File: src/rtl/lvds_rx_aligner.sv
// Serial-to-parallel word aligner: hunts a sync word, qualifies lock over LOCK_COUNT words, then emits words.
// DOUT/DVALID update on the edge sampling a word's last bit (0-cycle latency); no backpressure, CE gates all state.
module lvds_rx_aligner #(
   parameter int               WIDTH      = 10,
   parameter logic [WIDTH-1:0] SYNC_WORD  = 10'b1111100000,
   parameter int               LOCK_COUNT = 4
) (
   input  logic             CLK,
   input  logic             RSTN,
   input  logic             CE,
   input  logic             DIN,
   input  logic             RESYNC,
   output logic [WIDTH-1:0] DOUT,
   output logic             DVALID,
   output logic             LOCKED,
   output logic             ALIGN_ERR
);

   localparam int             BW       = (WIDTH > 1) ? $clog2(WIDTH) : 1;
   localparam logic [BW-1:0]  LAST_BIT = BW'(WIDTH - 1);
   localparam logic [3:0]     LOCK_TGT = 4'(LOCK_COUNT);

   typedef enum logic [1:0] {
      HUNT,
      VERIFY,
      LOCK
   } state_t;

   state_t           state;
   // Only WIDTH-1 bits of history are kept; the incoming bit completes the word.
   logic [WIDTH-2:0] sreg;
   logic [BW-1:0]    bitcnt;
   logic [3:0]       match_cnt;
   logic [WIDTH-1:0] next_sreg;
   logic             is_sync;
   logic             boundary;

   assign next_sreg = {sreg, DIN};
   assign is_sync   = (next_sreg == SYNC_WORD);
   assign boundary  = (bitcnt == LAST_BIT);

   always_ff @(posedge CLK) begin
      if (!RSTN) begin
         sreg      <= '0;
         bitcnt    <= '0;
         match_cnt <= '0;
         state     <= HUNT;
         DOUT      <= '0;
         DVALID    <= 1'b0;
         LOCKED    <= 1'b0;
         ALIGN_ERR <= 1'b0;
      end else if (!CE) begin
         DVALID    <= 1'b0;
         ALIGN_ERR <= 1'b0;
      end else begin
         sreg      <= next_sreg[WIDTH-2:0];
         DVALID    <= 1'b0;
         ALIGN_ERR <= 1'b0;
         if (RESYNC) begin
            state     <= HUNT;
            LOCKED    <= 1'b0;
            match_cnt <= '0;
            bitcnt    <= '0;
         end else begin
            case (state)
               HUNT: begin
                  if (is_sync) begin
                     bitcnt    <= '0;
                     match_cnt <= 4'd1;
                     if (LOCK_COUNT == 1) begin
                        state  <= LOCK;
                        LOCKED <= 1'b1;
                     end else begin
                        state  <= VERIFY;
                     end
                  end
               end
               VERIFY: begin
                  if (boundary) begin
                     bitcnt <= '0;
                     if (is_sync) begin
                        match_cnt <= match_cnt + 4'd1;
                        if (match_cnt + 4'd1 == LOCK_TGT) begin
                           state  <= LOCK;
                           LOCKED <= 1'b1;
                        end
                     end else begin
                        state     <= HUNT;
                        match_cnt <= '0;
                        ALIGN_ERR <= 1'b1;
                     end
                  end else begin
                     bitcnt <= bitcnt + BW'(1);
                  end
               end
               LOCK: begin
                  // Sync words are plain data here; lock is only dropped by RESYNC or reset.
                  if (boundary) begin
                     bitcnt <= '0;
                     DOUT   <= next_sreg;
                     DVALID <= 1'b1;
                  end else begin
                     bitcnt <= bitcnt + BW'(1);
                  end
               end
               default: begin
                  state <= HUNT;
               end
            endcase
         end
      end
   end

endmodule

File: config.mk
export PLATFORM = sky130hd
export DESIGN_NAME = lvds_rx_aligner
export DESIGN_NICKNAME = d
export VERILOG_FILES = /design/src/rtl/lvds_rx_aligner.sv
export SDC_FILE = /design/constraint.sdc
export NUM_CORES = 1
export LEC_CHECK = 0
export BUFFER_PORTS_ARGS = -buffer_cell sky130_fd_sc_hd__buf_2
export CAP_MARGIN = 20
export CORE_MARGIN = 8
export CORE_UTILIZATION = 55
export CTS_CLUSTER_DIAMETER = 120
export DETAILED_ROUTE_END_ITERATION = 10
export PLACE_DENSITY = 0.79
export SLEW_MARGIN = 20
export SYNTH_ARGS = -nofsm -noshare
export SYNTH_HDL_FRONTEND = slang
export SYNTH_SLANG_ARGS = --single-unit
File: constraint.sdc
create_clock -name CLK -period 3.8 [get_ports CLK]
set_input_delay 0.76 -clock CLK [delete_from_list [all_inputs] [get_ports CLK]]
set_output_delay 0.76 -clock CLK [all_outputs]
set_load 0.01 [all_outputs]
==> results by stage, run 1 <==
Flow run:
- Across the run, the number of max-cap violations was 0.

Global routing:
- The number of global-route vias before repair is 1160.
- The maximum number of pins on one net before global-route repair is 18.
- The global-route wire length before repair is 5040 um.
- The initial antenna violation count is 0.
- Global routing finished with a remaining overflow of 0.
- The all-layer global routing usage is 0.143.

STA:
- For the final database, setup skew stands at 0.0124 ns.
- The transition at the pin with the smallest max-transition slack is 0.674 ns.
- For the final routed database, the setup TNS stands at 0 ns.
- The maximum clock frequency is 491 MHz.
- The post-layout minimum cycle time is 2.04 ns.
- The final hold violation count is 0.
- The final max-slew violation count was 0.
- The portion of the clock cycle consumed by the worst path in the final layout is 0.536.
- Setup repair after global routing left no endpoint under its margin.
- The worst slew margin relative to its limit is 0.550.
- Setup violations remaining at the end of the flow were counted as 0.
- The worst path meets setup with 1.76 ns of slack.

Logic synthesis:
- sky130_fd_sc_hd__dfxtp_1 is the most common cell in the netlist.
- The distinct cell type count of the synthesized netlist is 40.
- In the synthesized netlist the dominant register cell turns out to be sky130_fd_sc_hd__dfxtp_1.
- The flip-flop and latch count after synthesis is 32.
- The number of synthesized flops with an enable pin is 0.
- The leading area contributor after synthesis is sky130_fd_sc_hd__dfxtp_1.
- Yosys attributes the largest share of cell area to sky130_fd_sc_hd__dfxtp_1, sky130_fd_sc_hd__mux2i_1, sky130_fd_sc_hd__ha_1.
- The cell count after synthesis is 157.
- The sequential share of the synthesized area is 0.425.
- Of the post-synthesis cell area, the dominant cell type holds 0.425.
- The cell area that synthesis handed to floorplanning was 1510 um^2.
- The async set-reset flop share out of synthesis is 0.
- Averaged over all synthesized cells, the footprint is 9.61 um^2.
- The number of nets produced by synthesis is 170.
- Sorting the synthesized cells by how often they occur yields sky130_fd_sc_hd__dfxtp_1, sky130_fd_sc_hd__nor2_1, sky130_fd_sc_hd__mux2i_1.
- The number of warning messages in the yosys log is 0.

Worst setup path:
- The most critical setup path has its startpoint at bitcnt[1].
- The worst path required time is 4.08 ns.
- The critical path goes through inv_1, ha_1, and3b_2, or3b_1, or4_1, a21oi_1.
- For the worst setup path, the data arrival time is 2.31 ns.
- The critical path launch point type is a register.
- The number of buffers and inverters on the critical path is 1.
- In this design, the largest share of critical-path delay is due to simple AND/OR/NAND/NOR gates.
- The type of the setup path with the least slack is reg -> reg.
- For the worst flop-to-flop path, the logic depth is 6.
- The terminus of the critical flop-to-flop path is bitcnt[3].
- The setup slack of the most critical reg-to-reg path is 1.76 ns.
- The depth of the critical timing path with buffers and inverters included is 6.
- The worst setup path is captured at a register.
- For this run, the slowest stage of the critical path takes 0.53 ns.
- The cell with the largest stage delay on the worst path is sky130_fd_sc_hd__or4_1.
- The source of the worst register-to-register timing path is bitcnt[1].
- The most critical setup path has its endpoint at bitcnt[3].
- The largest driver fanout on the critical path is 6.

Die:
- The floorplan has 19 rows.
- The area of the placeable core is 2690 um^2.
- The initial core utilization is 0.562.
- The boundary pin count is 18.
- Measured along the y axis, the die boundary spans 68.4 um.
- The width of the chip is 68.4 um.
- The area of the die is 4680 um^2.

Clocking:
- The clock tree buffer depth is 2.
- In this run, post-CTS repair resized a total of 0 instances.
- Clock tree synthesis selected as its root buffer the cell sky130_fd_sc_hd__clkbuf_4.
- The source-to-sink clock delay at the later pin of the worst-skew pair is 0.34 ns.
- The TritonCTS clock tree is built.
- The number of setup buffers added after CTS is 0.
- After clock tree synthesis, the flow added hold-fix buffers numbering 0.
- The clock transition time at the flip-flop clock pins of the worst setup and hold paths is 0.11 ns.
- The H-tree was split into 2 levels.
- The tree built by TritonCTS fans out to 32 sinks.
- The CTS buffer count is 5.

Layout:
- For this run, the share of the core covered by cells in the final layout is 0.627.
- The fill cell instance count of the final layout is 227.
- For this run, the number of standard cells in the final layout without fillers is 209.
- Summing all multi-input logic gate instances after layout gives 823 um^2.
- The final layout contains 190 nets.
- The finished cells cover 1680 um^2.
- The repair_antennas step left the layout with diodes totalling 0.
- Of the cells placed in the final design, the portion with a size suffix greater than 1 is 0.185.
- The register area is 641 um^2.
- The area added between synthesis and finish is 11.6%.

Drt:
- Dividing the detail-routed wire length by the instance count gives 14.0 um.
- Summed over all layers, the routed wires come to 2920 um.
- The first routing iteration left 49 violations.
- The via count is 1190.
- The number of remaining DRC errors is 0.
- The first detailed-routing pass ran for 4 iterations.
- In this run the remaining antenna-violating nets after routing total 0.
- The number of vias per cell after detailed routing is 5.69.

Place:
- The post-placement cell count is 201.
- The post-place setup slack is 1.48 ns.
- The wire-length estimate of the detail-placed layout is 2130 um.
- The post-placement cell area is 1620 um^2.
- The last weighted congestion value of the routability-driven placer is 0.890.
- The port buffer count is 17.

Power:
- The cell leakage power is 0.682 nW.
- The peak supply drop is 0.333 mV.
- For this design the ratio of total power to cell area is 347 nW/um^2.

Run status:
- The flow ran to the end, and the final reports show no timing, DRC or antenna violations.

Worst hold path:
- The path class of the tightest hold or removal check is reg -> reg.
==> through the flow <==
step / hold slack, ns / total power [mW]
after floorplan: 0.452 / 0.376
after global placement: 0.464 / 0.384
after detailed placement: 0.473 / 0.386
after CTS: 0.486 / 0.593
after global routing: 0.500 / 0.613
final: 0.486 / 0.585
==> power by group <==
part	total, mW	switching (mW)	internal, mW
clock	0.207	0.117	0.0905
sequential	0.341	0.00278	0.338
combinational	0.0374	0.0228	0.0146
==> flip-flops by register name (all words and copies together), names as in the netlist <==
signal	count
bitcnt	4
match_cnt	4
DOUT	10
sreg	9
ALIGN_ERR	1
state	2
DVALID	1
LOCKED	1
==> worst min-delay path by stage <==
stage          startpoint   endpoint  slack, ns  cells after the start
2_1_floorplan    state[0]   state[0]       0.45                      2
3_3_place_gp    bitcnt[3]  bitcnt[3]       0.46                      2
3_5_place_dp     state[0]   state[0]       0.47                      2
4_1_cts          state[0]   state[0]       0.49                      2
5_1_grt          state[0]   state[0]       0.50                      2
6_report         state[0]   state[0]       0.49                      2
==> layout by cell type (no fill, tap or decap), drive strengths merged <==
cell / count
clkinv: 1
ha: 8
nor3: 3
o32ai: 2
nand2b: 4
a41oi: 1
nand3b: 1
o311ai: 1
or4: 2
or3b: 1
nand4: 1
or2: 1
buf: 18
o22ai: 1
and3b: 1
xor2: 1
nor2: 22
or3: 3
nand4b: 1
a21boi: 2
nand3: 3
nand4bb: 1
nand2: 12
a21oi: 6
o21ai: 4
mux2i: 20
and2b: 1
inv: 6
o41ai: 1
nor4: 3
o211a: 2
clkbuf: 7
a21o: 2
o21a: 2
clkinvlp: 1
dfxtp: 32
==> routing by layer <==
layer | share of wire | track usage
met1 | 0.45 | 0.158
met5 | 0 | 0
met2 | 0.48 | 0.236
met3 | 0.054 | 0.0540
met4 | 0.018 | 0.0691
==> final cells by class <==
class	instances	share of cell area
clock inverters	1	0.00446
well taps	31	0.0230
inverters	7	0.0156
repair buffers	18	0.0550
multi-input cells	113	0.489
clock buffers	7	0.0327
flip-flops and latches	32	0.380
==> worst reg2reg max path, stage by stage, from the launching register on <==
cell and delay, ns:
sky130_fd_sc_hd__dfxtp_1 0.40, sky130_fd_sc_hd__inv_1 0.06, sky130_fd_sc_hd__ha_1 0.17, sky130_fd_sc_hd__and3b_2 0.22, sky130_fd_sc_hd__or3b_1 0.43, sky130_fd_sc_hd__or4_1 0.53
sky130_fd_sc_hd__a21oi_1 0.17
==> cell families (layout without fill, tap and decap cells) <==
kind of cell | after synthesis | after routing | share of synthesized area
adder cells (fa/ha/maj) | 8 | 8 | 0.0663
AND/OR/NAND/NOR | 60 | 60 | 0.229
multiplexers | 20 | 20 | 0.133
buffers and inverters | 12 | 33 | 0.0298
XOR/XNOR | 1 | 1 | 0.00581
AO/OA/AOI/OAI | 24 | 24 | 0.112
flip-flops | 32 | 32 | 0.425
Note: power is estimated with default switching activity, not from simulation.
==> run 2, diff against run 1 <==
clock period = 1.9 ns   (was 3.8 ns; I/O delays follow)
==> run 2 against run 1 <==
  * Non-clock buffer count rose by 8
  * Total power rose by 120%
  * Clock skew fell by 0.0033 ns
  * Count of clock-buffer cells in the layout fell by 1
  * Clock power rose by 140%
  * Combinational power rose by 130%
  * Sequential power rose by 100%
  * Setup slack got worse by 1.7 ns
  * Via count rose by 1.3%
  * Worst hold slack got worse by 0.14 ns
==> results by stage, run 2 (synthesis results as in run 1) <==
STA:
- The final hold violation count is 0 (unchanged).
- The final max-slew violation count was 0 (unchanged).
- The worst slew margin relative to its limit is 0.643 (was 0.550).
- The setup clock skew after layout is 0.00903 ns (was 0.0124 ns).
- The transition at the pin with the smallest max-transition slack is 0.529 ns (was 0.674 ns).
- The post-layout minimum cycle time is 1.83 ns (was 2.04 ns).
- The sum of negative setup slack is 0 ns (unchanged).
- The total of endpoints with negative setup slack in the final report is 0 (unchanged).
- The maximum clock frequency is 545 MHz (was 491 MHz).
- The portion of the clock cycle consumed by the worst path in the final layout came to 0.966 (was 0.536).
- The smallest hold slack is 0.341 ns (was 0.486 ns).

Run status:
- Outcome: complete, no violations (unchanged).

Clocking:
- The buffer cell driving the clock tree root is sky130_fd_sc_hd__clkbuf_4 (unchanged).
- The clock tree buffer depth came to 2 (unchanged).
- The clock sink count was 32 (unchanged).
- The H-tree depth is 2 (unchanged).
- The clock transition time at the flip-flop clock pins of the worst setup and hold paths was 0.10 ns (was 0.11 ns).
- The CTS buffer count is 5 (unchanged).
- The source-to-sink clock delay at the later pin of the worst-skew pair is 0.33 ns (was 0.34 ns).
- The post-cts hold buffer count is 0 (unchanged).
- The TritonCTS clock tree is built (unchanged).

Worst setup path:
- Cell-by-cell trace of the critical path: inv_1, ha_2, and3b_2, or3b_4, or4_4, a21oi_2 (was inv_1, ha_1, and3b_2, or3b_1, or4_1, a21oi_1).
- The critical path launch point type is a register (unchanged).
- The worst path required time was 2.17 ns (was 4.08 ns).
- The terminus of the critical flop-to-flop path was bitcnt[3] (unchanged).
- The type of the setup path with the least slack is reg -> reg (unchanged).
- The delay of the slowest critical-path stage is 0.53 ns (about the same).
- The source of the worst register-to-register timing path was bitcnt[1] (unchanged).
- The number of cells on the worst reg-to-reg path is 6 (unchanged).
- The largest driver fanout on the critical path is 6 (unchanged).
- The cell with the largest stage delay on the worst path is sky130_fd_sc_hd__or4_4 (was sky130_fd_sc_hd__or4_1).
- The element type at the critical path end is a register (unchanged).
- The arrival time of data at the critical path endpoint is 2.10 ns (was 2.31 ns).
- The setup slack of the most critical reg-to-reg path came to 0.07 ns (was 1.76 ns).

Layout:
- The number of flip-flops in the largest register is 10 (unchanged).
- Registers with the most flip-flops: DOUT: 10 flops, sreg: 9 flops (unchanged).
- The share of layout cells above drive strength 1 is 0.285 (was 0.185).
- The final layout net count is 198 (was 190).
- The area added between synthesis and finish was 19.1% (was 11.6%).
- The number of antenna diodes is 0 (unchanged).
- The register name with the most flops was DOUT (unchanged).
- The fraction of the core area covered by cells at the end of the flow is 0.669 (was 0.627).
- Most used cells in the layout excluding fill and tap cells: sky130_fd_sc_hd__dfxtp_1, sky130_fd_sc_hd__nor2_1, sky130_fd_sc_hd__mux2i_1 (unchanged).
- The number of non-filler instances in the completed layout is 217 (was 209).
- The leading cell type in the layout, fill and taps excluded was sky130_fd_sc_hd__dfxtp_1 (unchanged).

Place:
- The port buffer count is 17 (unchanged).
- The half-perimeter wire length after placement is 2260 um (was 2130 um).
- The last weighted congestion value of the routability-driven placer is 0.779 (was 0.890).
- The post-placement cell count is 209 (was 201).

Global routing:
- The all-layer global routing usage is 0.146 (was 0.143).
- The number of global-route vias before repair came to 1209 (was 1160).
- The maximum number of pins on one net before global-route repair is 19 (was 18).
- The global-route wire length before repair is 5250 um (was 5040 um).
- The initial antenna violation count is 0 (unchanged).
- The final global-route overflow total is 0 (unchanged).

Die:
- The width of the chip was 68.4 um (unchanged).
- The number of rows created at floorplan is 19 (unchanged).
- The area of the placeable core is 2690 um^2 (unchanged).
- The boundary pin count was 18 (unchanged).
- The initial core utilization was 0.562 (unchanged).
- The vertical die dimension is 68.4 um (unchanged).
- The area of the die is 4680 um^2 (unchanged).

Worst hold path:
- The worst hold path startpoint is DIN (was state[0]).
- The endpoint of the worst hold-timing path was DOUT[0] (was state[0]).
- The worst hold-check path type is in -> reg (was reg -> reg).
- The count of cells along the worst hold path was 3 (was 2).

Drt:
- The routed wire length is 3040 um (was 2920 um).
- The number of iterations in the first detailed-routing pass is 4 (unchanged).
- The via count is 1206 (was 1190).
- The number of remaining DRC errors is 0 (unchanged).
- The number of design-rule violations left by the first detailed-router iteration is 43 (was 49).
- The routed length per placed instance is 14.0 um (about the same).
- The number of vias per cell after detailed routing was 5.56 (was 5.69).
- The number of nets with antenna violations after routing was 0 (unchanged).

Power:
- The ratio of total power to cell area is 704 nW/um^2 (was 347 nW/um^2).
- The peak supply drop came to 0.856 mV (was 0.333 mV).
- The total power is 1.27 mW (was 0.585 mW).
- The cell leakage power was 0.739 nW (was 0.682 nW).

Flow run:
- The number of max-capacitance violations reported is 0 (unchanged).
run 2: changes by cell type in the layout (fill, tap and decap cells not counted), sizes merged:
| cell | change |
|---|---|
| clkinvlp | -1 |
| clkbuf | -1 |
| bufinv | +1 |
| clkinv | +1 |
| buf | +8 |
run 2: area by class of cell:
| cell class | instances | area, um^2 |
|---|---|---|
| fillers | 227 | 890 |
| multi-input cells | 113 | 860 |
| flip-flops and latches | 32 | 643 |
| clock buffers | 6 | 41.3 |
| well taps | 31 | 38.8 |
| clock inverters | 2 | 35.0 |
| repair buffers | 26 | 153 |
| inverters | 7 | 26.3 |
run 2: stage by stage:
stage | worst slack (ns) | instance area, um^2
after floorplan | 0.0493 | 1510
after CTS | 0.0125 | 1760
after global routing | -0.00236 | 1800
final | 0.0653 | 1800
after detailed placement | -0.0274 | 1680
after global placement | 0.0656 | 1680
run 2: routing by layer:
layer / GRT usage / vias up / wire length (um)
met1: 0.165 / 555 / 1360
met4: 0.0537 / 0 / 23
li1: - / 612 / -
met5: 0 / - / 0
met2: 0.247 / 35 / 1460
met3: 0.0491 / 4 / 188
run 2: timing repair:
action | CTS | global route
buffers inserted | 0 | 0
setup endpoints to repair | 2 | 6
pin swaps | 0 | 4
gates resized for setup | 2 | 11
run 2: worst max path at each step:
stage	depth (start not counted)	slack [ns]	from	end
after floorplan	6	0.05	bitcnt[1]	bitcnt[3]
after global routing	7	-0.002	state[0]	bitcnt[3]
final	6	0.07	bitcnt[1]	bitcnt[3]
after CTS	6	0.01	bitcnt[1]	bitcnt[3]
after global placement	6	0.07	DIN	bitcnt[3]
after detailed placement	5	-0.03	state[0]	bitcnt[3]
run 2: power breakdown:
| group | internal [mW] | switching [mW] | total, mW |
|---|---|---|---|
| clock | 0.276 | 0.223 | 0.499 |
| sequential | 0.676 | 0.00614 | 0.682 |
| combinational | 0.0355 | 0.0493 | 0.0848 |
run 2: critical path: cells and delay by family, from the launching register on:
kind | cells | cell delay, ns
buffers and inverters | 1 | 0.04
AOI/OAI and AO/OA | 1 | 0.12
DFF | 1 | 0.34
and+or+nand+nor | 3 | 1.14
adders and majority gates | 1 | 0.15
==> run 3, diff against run 2 <==
SETUP_SLACK_MARGIN = 0.3   (was default)
==> run 3 against run 2 <==
  * Critical path depth is the same
  * Setup slack lost 0.0072 ns
  * Critical endpoint is now bitcnt[2]
  * Combinational power grew 33%
  * Maximum frequency shrank 0.39%
  * Largest cell class unchanged
  * Sequential power is essentially flat
==> results by stage, run 3 (synthesis results as in run 1) <==
STA:
- The worst setup margin is 0.0580 ns (was 0.0653 ns).
- Setup repair after global routing could not meet its margin everywhere.
- The worst slew margin relative to its limit is 0.746 (was 0.643).
- The portion of the clock cycle consumed by the worst path in the final layout is 0.969 (was 0.966).
- The maximum clock frequency is 543 MHz (was 545 MHz).
- The sum of negative setup slack is 0 ns (unchanged).
- The post-layout minimum cycle time came to 1.84 ns (was 1.83 ns).
- The final max-slew violation count is 0 (unchanged).
- The final hold violation count is 0 (unchanged).
- The setup clock skew after layout was 0.00769 ns (was 0.00903 ns).
- The total of endpoints with negative setup slack in the final report was 0 (unchanged).
- The transition at the pin with the smallest max-transition slack is 0.376 ns (was 0.529 ns).

Worst setup path:
- The setup slack of the most critical reg-to-reg path was 0.06 ns (was 0.07 ns).
- The arrival time of data at the critical path endpoint is 2.12 ns (was 2.10 ns).
- The critical path launch point type is a register (unchanged).
- The source of the worst register-to-register timing path is bitcnt[1] (unchanged).
- The critical path buffer and inverter count is 1 (unchanged).
- The cell with the largest stage delay on the worst path is sky130_fd_sc_hd__or4_4 (unchanged).
- The delay of the slowest critical-path stage is 0.50 ns (was 0.53 ns).
- The largest driver fanout on the critical path was 6 (unchanged).
- The element type at the critical path end is a register (unchanged).
- Cell-by-cell trace of the critical path: inv_2, ha_4, and3b_2, or3b_4, or4_4, a21oi_2 (was inv_1, ha_2, and3b_2, or3b_4, or4_4, a21oi_2).
- The terminus of the critical flop-to-flop path is bitcnt[2] (was bitcnt[3]).
- The cell family contributing the most delay on the critical path is simple AND/OR/NAND/NOR gates (unchanged).
- The type of the setup path with the least slack was reg -> reg (unchanged).
- The number of cells on the worst reg-to-reg path is 6 (unchanged).
- The worst path required time is 2.17 ns (about the same).

Worst hold path:
- The endpoint of the worst hold-timing path is DOUT[0] (unchanged).
- The worst hold-check path type is in -> reg (unchanged).
- The count of cells along the worst hold path came to 3 (unchanged).
- The worst hold path startpoint is DIN (unchanged).

Layout:
- The area added between synthesis and finish was 35.2% (was 19.1%).
- The number of antenna diodes came to 0 (unchanged).
- The register name with the most flops is DOUT (unchanged).
- The number of flip-flops in the largest register was 10 (unchanged).
- The leading cell type in the layout, fill and taps excluded is sky130_fd_sc_hd__dfxtp_1 (unchanged).
- The share of layout cells above drive strength 1 is 0.439 (was 0.285).
- Registers with the most flip-flops: DOUT: 10 flops, sreg: 9 flops (unchanged).
- The number of non-filler instances in the completed layout is 227 (was 217).
- The final layout net count was 208 (was 198).
- Most used cells in the layout excluding fill and tap cells: sky130_fd_sc_hd__dfxtp_1, sky130_fd_sc_hd__nor2_1, sky130_fd_sc_hd__mux2i_1 (unchanged).

Drt:
- The routed length per placed instance is 16.1 um (was 14.0 um).
- The number of remaining DRC errors is 0 (unchanged).
- The via count is 1291 (was 1206).
- The routed wire length is 3650 um (was 3040 um).
- The number of iterations in the first detailed-routing pass is 4 (unchanged).
- The number of nets with antenna violations after routing is 0 (unchanged).
- The number of design-rule violations left by the first detailed-router iteration was 100 (was 43).
- The number of vias per cell after detailed routing is 5.69 (was 5.56).

Global routing:
- The initial antenna violation count is 0 (unchanged).
- The all-layer global routing usage is 0.150 (was 0.146).
- The global-route wire length before repair is 5400 um (was 5250 um).
- The final global-route overflow total is 0 (unchanged).
- The maximum number of pins on one net before global-route repair is 21 (was 19).
- The number of global-route vias before repair was 1241 (was 1209).

Place:
- The last weighted congestion value of the routability-driven placer is 0.805 (was 0.779).
- The post-place setup slack is 0.0253 ns (was -0.0274 ns).
- The port buffer count came to 17 (unchanged).
- The half-perimeter wire length after placement is 2130 um (was 2260 um).
- The post-placement cell count is 204 (was 209).

Die:
- The number of rows created at floorplan is 19 (unchanged).
- The vertical die dimension was 68.4 um (unchanged).
- The area of the die is 4680 um^2 (unchanged).
- The width of the chip came to 68.4 um (unchanged).
- The boundary pin count is 18 (unchanged).
- The initial core utilization is 0.562 (unchanged).
- The area of the placeable core is 2690 um^2 (unchanged).

Clocking:
- The TritonCTS clock tree is built (unchanged).
- The H-tree depth is 2 (unchanged).
- The post-cts hold buffer count was 0 (unchanged).
- The clock sink count is 32 (unchanged).
- The clock tree buffer depth came to 2 (unchanged).
- The CTS buffer count is 5 (unchanged).
- The clock transition time at the flip-flop clock pins of the worst setup and hold paths is 0.10 ns (about the same).
- The source-to-sink clock delay at the later pin of the worst-skew pair is 0.34 ns (was 0.33 ns).
- The buffer cell driving the clock tree root is sky130_fd_sc_hd__clkbuf_4 (unchanged).

Power:
- The ratio of total power to cell area is 642 nW/um^2 (was 704 nW/um^2).
- The peak supply drop is 0.870 mV (was 0.856 mV).
- The total power is 1.31 mW (was 1.27 mW).
- The cell leakage power is 0.836 nW (was 0.739 nW).

Run status:
- Outcome: complete, no violations (unchanged).

Flow run:
- The number of max-capacitance violations reported is 0 (unchanged).
[run 3: cell types whose count changed in the layout (fill, tap and decap cells not counted), moves of 3 or more]
cell	change
sky130_fd_sc_hd__a21oi_1	-3
sky130_fd_sc_hd__a21oi_2	+3
sky130_fd_sc_hd__buf_4	+8
sky130_fd_sc_hd__dfxtp_2	+6
sky130_fd_sc_hd__dfxtp_1	-7
[run 3: worst max-delay path by stage]
stage / to / from / depth (start not counted) / slack, ns
floorplan: bitcnt[2] / bitcnt[1] / 6 / 0.13
global placement: bitcnt[3] / DIN / 6 / 0.08
detailed placement: bitcnt[0] / bitcnt[1] / 6 / 0.03
CTS: bitcnt[2] / bitcnt[1] / 6 / 0.13
global route: bitcnt[3] / state[1] / 7 / 0.03
finish: bitcnt[2] / bitcnt[1] / 6 / 0.06
[run 3: power breakdown]
part           switching, mW  internal, mW  total [mW]  leakage (nW)
sequential           0.00609         0.675       0.682         0.263
clock                  0.239         0.276       0.515        0.0422
combinational         0.0610        0.0518       0.113         0.531
total                  0.306          1.00        1.31         0.836
[run 3: final cells by class]
| type | instances | area, um^2 |
|---|---|---|
| tap | 31 | 38.8 |
| fill | 177 | 647 |
| clock inverter | 2 | 35.0 |
| sequential | 32 | 654 |
| clock buffer | 6 | 41.3 |
| multi-input combinational | 113 | 976 |
| inverter | 7 | 36.3 |
| timing repair buffer | 36 | 258 |
[run 3: routing by layer]
metal | share of wire | wire length, um | global-route usage
met1 | 0.41 | 1500 | 0.170
met2 | 0.52 | 1900 | 0.257
met3 | 0.057 | 210 | 0.0491
met4 | 0.013 | 48 | 0.0537
met5 | 0 | 0 | 0
[run 3: per-stage QoR]
stage	utilization	cell area (um^2)	hold WS (ns)
floorplan	-	1520	0.452
global placement	0.616	1660	0.465
detailed placement	0.616	1660	0.474
CTS	0.695	1870	0.304
global route	0.759	2040	0.330
finish	0.759	2040	0.313
[run 3: timing repair]
item                                   in CTS  in global routing
pin swaps                                   9                  7
gates resized for setup                    22                 24
setup buffers                               7                  7
cloned                                      0                  1
endpoints found under the hold margin       0                  0
setup endpoints to repair                  20                 20
[run 3: tightest hold or removal path, stage by stage]
cell and delay, ns:
sky130_fd_sc_hd__buf_2 0.10, sky130_fd_sc_hd__mux2i_1 0.06, sky130_fd_sc_hd__nor2_1 0.07
